File: src/rtl/switch_arb_port.sv
// -----------------------------------------------------------------------------
// switch_arb_port
//   NCH input channels, each with a 2**DEPTH-entry FIFO, arbitrated into one
//   registered output stage. Arbitration is round-robin (PRIO = 0) or fixed
//   priority with the lowest index winning (PRIO = 1). The output word carries
//   the source channel index above the data.
//
// Ports
//   clk_i      : clock, all state updates on the rising edge
//   rst_i      : asynchronous, active-low reset
//   validtx_i  : per-channel input word valid
//   dat_i      : per-channel input data, channel k at [k*DW +: DW]
//   acktx_o    : per-channel ready, high while that FIFO is not full
//   validrx_o  : output word valid
//   dat_o      : output word {source index, data}
//   ackrx_i    : downstream accepts the output word
// -----------------------------------------------------------------------------
module switch_arb_port #(
    parameter int DW    = 4,
    parameter int DEPTH = 2,
    parameter int NCH   = 3,
    parameter int SW    = 2,
    parameter int PRIO  = 0
) (
    input  logic              clk_i,
    input  logic              rst_i,
    input  logic [NCH-1:0]    validtx_i,
    input  logic [NCH*DW-1:0] dat_i,
    output logic [NCH-1:0]    acktx_o,
    output logic              validrx_o,
    output logic [DW+SW-1:0]  dat_o,
    input  logic              ackrx_i
);

    localparam int NENT = 2 ** DEPTH;

    typedef enum logic {
        ST_EMPTY = 1'b0,
        ST_FULL  = 1'b1
    } state_t;

    logic [DW-1:0]    mem_q    [NCH][NENT];
    logic [DEPTH-1:0] wr_ptr_q [NCH];
    logic [DEPTH-1:0] wr_ptr_d [NCH];
    logic [DEPTH-1:0] rd_ptr_q [NCH];
    logic [DEPTH-1:0] rd_ptr_d [NCH];
    logic [DEPTH:0]   cnt_q    [NCH];
    logic [DEPTH:0]   cnt_d    [NCH];

    logic [NCH-1:0]   nonempty_s;
    logic [NCH-1:0]   full_s;
    logic [NCH-1:0]   wr_en_s;
    logic [NCH-1:0]   pop_s;

    logic [SW-1:0]    grant_s;
    logic             grant_vld_s;
    logic             load_s;
    logic [DW-1:0]    head_s;

    logic [SW-1:0]    last_grant_q;
    logic [SW-1:0]    last_grant_d;
    logic [DW+SW-1:0] dat_q;
    logic [DW+SW-1:0] dat_d;
    state_t           state_q;
    state_t           state_d;

    // Per-channel FIFO status; full is the occupancy MSB (count == 2**DEPTH).
    // A full FIFO refuses writes even when it is popped in the same cycle.
    always_comb begin
        nonempty_s = {NCH{1'b0}};
        full_s     = {NCH{1'b0}};
        wr_en_s    = {NCH{1'b0}};
        for (int k = 0; k < NCH; k++) begin
            nonempty_s[k] = (cnt_q[k] != {(DEPTH+1){1'b0}});
            full_s[k]     = cnt_q[k][DEPTH];
            wr_en_s[k]    = validtx_i[k] & ~cnt_q[k][DEPTH];
        end
    end

    // Arbiter: scan NCH candidates, first non-empty one wins. Round-robin
    // starts at last_grant+1 with wrap; fixed priority starts at index 0.
    always_comb begin
        grant_s     = {SW{1'b0}};
        grant_vld_s = 1'b0;
        for (int i = 0; i < NCH; i++) begin
            int  rot;
            int  idx;
            logic hit;
            rot = int'(last_grant_q) + 1 + i;
            rot = (rot >= NCH) ? (rot - NCH) : rot;
            idx = (PRIO == 1) ? i : rot;
            hit = ~grant_vld_s & nonempty_s[idx];
            grant_s     = hit ? SW'(idx) : grant_s;
            grant_vld_s = grant_vld_s | hit;
        end
    end

    // Load decision, pop strobes and the head word of the granted FIFO.
    always_comb begin
        load_s = grant_vld_s & ((state_q == ST_EMPTY) | ackrx_i);
        pop_s  = {NCH{1'b0}};
        for (int k = 0; k < NCH; k++) begin
            pop_s[k] = load_s & (grant_s == SW'(k));
        end
        head_s = mem_q[grant_s][rd_ptr_q[grant_s]];
    end

    // FIFO pointer and occupancy next-state.
    always_comb begin
        for (int k = 0; k < NCH; k++) begin
            wr_ptr_d[k] = wr_en_s[k] ? (wr_ptr_q[k] + DEPTH'(1)) : wr_ptr_q[k];
            rd_ptr_d[k] = pop_s[k]   ? (rd_ptr_q[k] + DEPTH'(1)) : rd_ptr_q[k];
            cnt_d[k]    = cnt_q[k] + (DEPTH+1)'(wr_en_s[k]) - (DEPTH+1)'(pop_s[k]);
        end
    end

    // Output word and round-robin pointer next-state.
    always_comb begin
        dat_d        = load_s ? {grant_s, head_s} : dat_q;
        last_grant_d = (load_s && (PRIO == 0)) ? grant_s : last_grant_q;
    end

    // FIFO storage; no reset needed because pointers and counts define validity.
    always_ff @(posedge clk_i) begin
        for (int k = 0; k < NCH; k++) begin
            if (wr_en_s[k]) begin
                mem_q[k][wr_ptr_q[k]] <= dat_i[k*DW +: DW];
            end
        end
    end

    // Datapath and FIFO control registers.
    always_ff @(posedge clk_i or negedge rst_i) begin
        if (!rst_i) begin
            dat_q        <= {(DW+SW){1'b0}};
            last_grant_q <= SW'(NCH - 1);
            for (int k = 0; k < NCH; k++) begin
                wr_ptr_q[k] <= {DEPTH{1'b0}};
                rd_ptr_q[k] <= {DEPTH{1'b0}};
                cnt_q[k]    <= {(DEPTH+1){1'b0}};
            end
        end else begin
            dat_q        <= dat_d;
            last_grant_q <= last_grant_d;
            for (int k = 0; k < NCH; k++) begin
                wr_ptr_q[k] <= wr_ptr_d[k];
                rd_ptr_q[k] <= rd_ptr_d[k];
                cnt_q[k]    <= cnt_d[k];
            end
        end
    end

    // Output stage state register.
    always_ff @(posedge clk_i or negedge rst_i) begin
        if (!rst_i) begin
            state_q <= ST_EMPTY;
        end else begin
            state_q <= state_d;
        end
    end

    // Output stage next state: stay FULL while held or refilled on transfer.
    always_comb begin
        state_d = state_q;
        case (state_q)
            ST_EMPTY: state_d = load_s ? ST_FULL : ST_EMPTY;
            ST_FULL: begin
                if (ackrx_i) begin
                    state_d = load_s ? ST_FULL : ST_EMPTY;
                end else begin
                    state_d = ST_FULL;
                end
            end
            default:  state_d = ST_EMPTY;
        endcase
    end

    // Outputs, all taken from registered state.
    always_comb begin
        validrx_o = (state_q == ST_FULL);
        dat_o     = dat_q;
        acktx_o   = ~full_s;
    end

endmodule

File: config.mk
export PLATFORM = sky130hd
export DESIGN_NAME = switch_arb_port
export DESIGN_NICKNAME = d
export VERILOG_FILES = /design/src/rtl/switch_arb_port.sv
export SDC_FILE = /design/constraint.sdc
export NUM_CORES = 1
export LEC_CHECK = 0
export ABC_AREA = 1
export ABC_CLOCK_PERIOD_IN_PS = 2900
export BUFFER_PORTS_ARGS = -buffer_cell sky130_fd_sc_hd__buf_2
export CAP_MARGIN = 20
export CORE_UTILIZATION = 45
export CTS_BUF_LIST = sky130_fd_sc_hd__clkbuf_16
export CTS_CLUSTER_SIZE = 14
export DETAILED_ROUTE_END_ITERATION = 8
export PLACE_DENSITY = 0.68
export SYNTH_ARGS = -nofsm -noshare
export SYNTH_HDL_FRONTEND = slang
export SYNTH_SLANG_ARGS = --single-unit
File: constraint.sdc
create_clock -name clk_i -period 2.9 [get_ports clk_i]
set_input_delay 0.29 -clock clk_i [delete_from_list [all_inputs] [get_ports clk_i]]
set_output_delay 0.29 -clock clk_i [all_outputs]
set_load 0.005 [all_outputs]
==> results of run 1 <==
-- cells in the final DEF (no fill, tap or decap), types with 2 or more instances in the layout --
cell type,instances
o21ai_0,2
a21oi_1,3
inv_1,50
nand2_2,11
inv_6,3
buf_2,27
xor2_1,9
nand2_4,10
fa_2,3
ha_4,4
or2_1,3
inv_2,6
or2_0,5
nand3_2,8
inv_4,3
clkbuf_16,9
edfxtp_1,48
nor2_1,22
dfrtp_1,28
buf_6,3
buf_4,36
clkinvlp_4,2
xnor2_2,2
nand2_1,91
nand3_1,48
nor2_4,5
nor2_2,5
ha_1,16
-- state kept, by name (all words and copies together), names as in the netlist --
signal and cells:
last_grant_q 2, dat_o 5, cnt_q 9, wr_ptr_q 6
validrx_o 1, rd_ptr_q 6, mem_q 48
-- routing by layer --
metal,global-route usage [%],vias up,part of all wire (%)
met5,0,-,0
met4,7.09,0,2.2
met3,5.34,16,3.4
met2,36.4,58,52
met1,23.0,1380,43
li1,-,1402,-
-- final timing paths --
kind                       slack (ns)                        start                       to
max                             -0.07  last_grant_q[1]$_DFFE_PN1P_       cnt_q[5]$_DFF_PN0_
min                             0.007                        rst_i  wr_ptr_q[3]$_DFFE_PN0P_
max reg2reg                     -0.07  last_grant_q[1]$_DFFE_PN1P_       cnt_q[5]$_DFF_PN0_
min reg2reg                      0.47      rd_ptr_q[1]$_DFFE_PN0P_  rd_ptr_q[1]$_DFFE_PN0P_
max in group asynchronous        2.43                        rst_i     dat_o[3]$_DFFE_PN0P_
min in group clk_i               0.18                     dat_i[9]    mem_q[2][9]$_DFFE_PP_
-- stage by stage --
stage                     TNS [ns]  instances
after global placement     -0.0872        540
after floorplan             -0.209        400
final                       -0.125        576
after CTS                  -0.0125        571
after detailed placement    -0.311        540
after global routing        -0.741        576
-- area by class of cell --
type,count,area [sq um],share of cell area (%)
multi-input cells,254,1650,33.8
clock buffers,9,225,4.60
repair buffers,66,439,8.98
clock inverters,7,50.0,1.02
inverters,58,225,4.60
flip-flops and latches,77,2170,44.3
well taps,105,131,2.69
-- worst max-delay path, stage by stage (launching register included) --
cell and delay [ns]:
dfstp_2 0.54, inv_2 0.05, ha_4 0.32, inv_1 0.08, nand2_1 0.07, and2_4 0.16
nand2_4 0.06, nand2_4 0.09, nand3_4 0.09, nand2_4 0.11, inv_4 0.04, nor2_4 0.15
ha_4 0.21, inv_1 0.05, ha_1 0.12, inv_1 0.05, fa_2 0.35, xnor2_2 0.14
xor2_1 0.16
-- timing repair --
| action | CTS | global route |
|---|---|---|
| gates resized for setup | 12 | 15 |
| hold buffers | 0 | 0 |
| setup buffers | 15 | 6 |
| pin swaps | 19 | 3 |
| setup endpoints to repair | 4 | 9 |
-- cell families after synthesis --
kind of cell | count (synthesis)
fa+ha+maj | 24
buf+inv | 69
xor+xnor | 12
compound gates | 7
flops | 77
simple gates | 211
==> impl_metrics.env, run 1 <==
export IMPL_cts_max_level=3
export IMPL_worstSkewPairLatency_ns=0.33
export IMPL_arrival_ns=3.19
export IMPL_rr_worst_depth=18
export IMPL_yosys_most_used_dff="edfxtp_1"
export IMPL_antenna_found_initial=0
export IMPL_layout_setup_ws_ns=-0.0687
export IMPL_fin_hold_ws_ns=0.00690
export IMPL_finalClockSkew_ns=0.00587
export IMPL_fillCellCount=723
export IMPL_gp_congestion=0.814
export IMPL_routed_via_count=2856
export IMPL_syn_avg_cell_area_sq_um=9.87
export IMPL_async_reset_ff_share_pct=37.7
export IMPL_path_clk_slew_ns=0.06
export IMPL_grt_overflow_total=0
export IMPL_io_buffers=27
export IMPL_synth_top_cell_by_area="edfxtp_1"
export IMPL_grt_pass1_wl_mm=13.6
export IMPL_synth_seq_cells=77
export IMPL_muxShareOfSynthArea_pct=0
export IMPL_viasPerCell=4.96
export IMPL_syn_inst=400
export IMPL_global_route_usage_total_pct=20.2
export IMPL_synth_fp_nets=442
export IMPL_crit_type="reg -> reg"
export IMPL_syn_area_sq_um=3950
export IMPL_holdCritPathClass="in -> async"
export IMPL_core_area_sq_um=8340
export IMPL_critPathRequiredTime_ns=3.12
export IMPL_fin_crit_ns=2.97
export IMPL_max_freq_mhz=337
export IMPL_design_area_sq_um=4890
export IMPL_netlist_top_cells_count="nand2_1, inv_1, nand3_1, edfxtp_1, dfrtp_1"
export IMPL_violations="setup timing"
export IMPL_initial_core_util_pct=47.3
export IMPL_setup_viol=3
export IMPL_grt_pass1_vias=2935
export IMPL_dr_first_iter_drc_count=108
export IMPL_die_h_microns=95.6
export IMPL_fin_crit_sh_pct=102
export IMPL_synth_xor_area_share_pct=2.66
export IMPL_max_slew_worst_pin_slew_ns=0.709
export IMPL_max_slew_margin_rel_pct=52.7
export IMPL_synth_top_area_share_pct=36.5
export IMPL_synth_fa_ha_area_share_pct=8.18
export IMPL_tritoncts="done"
export IMPL_cp_max_fo=7
export IMPL_maxCapViolations=0
export IMPL_dp_worst_setup_slack_ns=-0.125
export IMPL_postLayoutCoreUtil_pct=58.7
export IMPL_grt_max_degree=30
export IMPL_yosys_warnings=0
export IMPL_maxSlewViolCount=0
export IMPL_layout_nets=508
export IMPL_yosysMostFrequentCell="nand2_1"
export IMPL_wl_per_cell_microns=14.5
export IMPL_dieArea_sq_um=9150
export IMPL_ys_seq_area_share_pct=54.9
export IMPL_hpwl_mm=5.92
export IMPL_synth_cell_type_count=29
export IMPL_cp_end_kind="register"
export IMPL_die_w_microns=95.6
export IMPL_drc_errors=0
export IMPL_rsz0062_at_grt="yes"
export IMPL_synth_edf_count=48
export IMPL_dr_pass1_iters=4
export IMPL_cp_start_kind="register"
export IMPL_cts_made_buffers=9
export IMPL_status="complete, but fails checks"
export IMPL_placed_area_sq_um=4350
export IMPL_area_delta_synth_final_pct=24.0
export IMPL_clockBufferDepth=2
export IMPL_cts_sinks=77
export IMPL_synth_top_family_by_area="simple AND/OR/NAND/NOR gates"
export IMPL_synth_simple_area_share_pct=25.6
export IMPL_layout_drive_gt1_share_pct=30.8
export IMPL_cts_root_buf="clkbuf_16"
export IMPL_synth_compound_area_share_pct=0.888
export IMPL_final_antenna_net_count=0
export IMPL_synth_area_top_cells="edfxtp_1, dfrtp_1, nand2_1, nand3_1, ha_1"
export IMPL_routed_wl_mm=8.37
export IMPL_io_pin_count=28
export IMPL_finalHoldViolCount=0
export IMPL_antennaDiodeCount=0
export IMPL_rows=33
Power of run 1 is not shown: default switching activity piles up to over one toggle a cycle in this logic, so the estimate is an artifact.
==> run 2, diff against run 1 <==
--- a/config.mk
+++ b/config.mk
@@ -9,11 +9,11 @@
 export ABC_CLOCK_PERIOD_IN_PS = 2900
 export BUFFER_PORTS_ARGS = -buffer_cell sky130_fd_sc_hd__buf_2
 export CAP_MARGIN = 20
-export CORE_UTILIZATION = 45
+export CORE_UTILIZATION = 54
 export CTS_BUF_LIST = sky130_fd_sc_hd__clkbuf_16
 export CTS_CLUSTER_SIZE = 14
 export DETAILED_ROUTE_END_ITERATION = 8
-export PLACE_DENSITY = 0.68
+export PLACE_DENSITY = 0.78
 export SYNTH_ARGS = -nofsm -noshare
 export SYNTH_HDL_FRONTEND = slang
 export SYNTH_SLANG_ARGS = --single-unit
==> run 2 against run 1 <==
Against the previous run: the run ends with hold timing, setup timing left; global-route usage rose by 3.7 points; worst hold slack got worse by 0.020 ns; utilization increased by 10 points; sequential share of layout area grew 1.1 points; via count fell by 1.3%; critical path depth fell by 1; register-to-register slack hardly changed; critical endpoint is now cnt_q[8]$_DFF_PN0_; largest cell class unchanged.
==> impl_metrics.env, run 2 (same netlist as run 1, synthesis figures left out) <==
export IMPL_cp_end_kind="register"
export IMPL_holdBufCountCts=0
export IMPL_max_slew_worst_pin_slew_ns=0.683
export IMPL_dieArea_sq_um=7650
export IMPL_drc_errors=0
export IMPL_rsz0062_at_grt="yes"
export IMPL_maxCapViolations=0
export IMPL_cp_start_kind="register"
export IMPL_final_common_cell="nand2_1"
export IMPL_setup_tns_final_ns=-0.0991
export IMPL_status="complete, but fails checks"
export IMPL_die_h_microns=87.5
export IMPL_final_antenna_net_count=0
export IMPL_crit_type="reg -> reg"
export IMPL_io_buffers=27
export IMPL_grt_pass1_vias=2986
export IMPL_viasPerCell=5.08
export IMPL_grt_max_degree=30
export IMPL_cts_root_buf="clkbuf_16"
export IMPL_dr_first_iter_drc_count=156
export IMPL_fin_crit_sh_pct=102
export IMPL_finalClockSkew_ns=0.00527
export IMPL_layout_nets=496
export IMPL_holdCritPathClass="in -> async"
export IMPL_max_slew_margin_rel_pct=54.5
export IMPL_violations="hold timing, setup timing"
export IMPL_grt_overflow_total=0
export IMPL_routed_via_count=2820
export IMPL_path_clk_slew_ns=0.06
export IMPL_io_pin_count=28
export IMPL_cp_max_fo=8
export IMPL_dr_pass1_iters=4
export IMPL_grt_pass1_wl_mm=13.4
export IMPL_die_w_microns=87.5
export IMPL_max_freq_mhz=339
export IMPL_global_route_usage_total_pct=23.9
export IMPL_cp_cell_sequence="inv_2 -> ha_4 -> inv_2 -> nand3_2 -> nand2_4 -> nor2_4 -> nand3_2 -> o21ai_4 -> nor2_4 -> nand2_2 -> inv_2 -> ha_4 -> inv_2 -> ha_4 -> fa_2 -> xnor2_2 -> xor2_1"
export IMPL_worstSkewPairLatency_ns=0.34
export IMPL_antenna_found_initial=0
export IMPL_tritoncts="done"
export IMPL_layout_drive_gt1_share_pct=29.0
export IMPL_fin_crit_ns=2.95
export IMPL_maxSlewViolCount=0
export IMPL_cts_made_buffers=9
export IMPL_cts_max_level=3
export IMPL_hpwl_mm=5.77
export IMPL_path_delay_family="adder cells"
export IMPL_critical_path_most_common_cell="inv_2"
export IMPL_slowest_stage="dfstp_2"
export IMPL_setup_viol=2
export IMPL_rows=30
export IMPL_final_cell_mix="nand2_1, inv_1, nand3_1, edfxtp_1, dfrtp_1"
export IMPL_routed_wl_mm=8.05
export IMPL_cp_slowest_stage_delay_ns=0.53
export IMPL_layout_setup_ws_ns=-0.0539
export IMPL_core_area_sq_um=6940
export IMPL_antennaDiodeCount=0
export IMPL_gp_congestion=0.886
export IMPL_critPathRequiredTime_ns=3.12
export IMPL_wl_per_cell_microns=14.5
export IMPL_initial_core_util_pct=56.8
export IMPL_fin_hold_ws_ns=-0.0126
export IMPL_cts_sinks=77
export IMPL_clockBufferDepth=2
export IMPL_path_buf_inv=4
export IMPL_area_delta_synth_final_pct=21.1
export IMPL_largest_reg_flops=48
export IMPL_arrival_ns=3.17
export IMPL_finalHoldViolCount=11
run 2: final cells by class:
cell class              instances  area [sq um]
well taps                      96           120
inverters                      58           223
multi-input cells             254          1650
fillers                       531          2170
flip-flops and latches         77          2170
repair buffers                 54           342
clock inverters                 7          50.0
clock buffers                   9           225
run 2: worst register-to-register path: cells and delay by family (launching register included):
kind | cells | cell delay, ns
adder cells (fa/ha/maj) | 4 | 1.07
AND/OR/NAND/NOR | 6 | 0.60
flip-flops | 1 | 0.53
XOR/XNOR | 2 | 0.30
buffers and inverters | 4 | 0.21
AO/OA/AOI/OAI | 1 | 0.12
run 2: metal layers:
layer  routed length, microns  share of wire (%)  up-vias  global-route usage [%]
met3                      244                3.0       21                    4.93
met5                        0                  0        -                       0
met4                      206                2.6        0                    11.3
met1                     3360                 42     1363                    27.9
li1                         -                  -     1373                       -
met2                     4250                 53       63                    42.0
run 2: final timing paths:
check	end	slack (ns)	cells after the start	startpoint
max in group asynchronous	rd_ptr_q[1]$_DFFE_PN0P_	2.46	1	rst_i
worst max register to register	cnt_q[8]$_DFF_PN0_	-0.05	17	last_grant_q[1]$_DFFE_PN1P_
worst min-delay path	cnt_q[4]$_DFF_PN0_	-0.01	1	rst_i
min in group clk_i	mem_q[0][12]$_DFFE_PP_	0.17	1	dat_i[0]
worst min register to register	dat_o[1]$_DFFE_PN0P_	0.48	2	dat_o[1]$_DFFE_PN0P_
worst max-delay path	cnt_q[8]$_DFF_PN0_	-0.05	17	last_grant_q[1]$_DFFE_PN1P_
run 2: metrics by stage:
stage               util [%]  setup WS [ns]  instances  cell area (sq um)
finish                  68.8        -0.0539        555               4780
global route            68.8         -0.186        555               4780
CTS                     67.8        -0.0240        554               4710
detailed placement      62.3        -0.0881        529               4330
global placement        62.3        0.00783        529               4330
floorplan                  -         -0.108        400               4030
run 2: repair_timing:
item                                    CTS  global route
endpoints found under the hold margin     0             0
cloned                                    0             0
buffers inserted                          9             1
pin swaps                                21             6
endpoints found under the setup margin    3             5
resized for setup                        12            12
Power of run 2 is left out for the same reason.
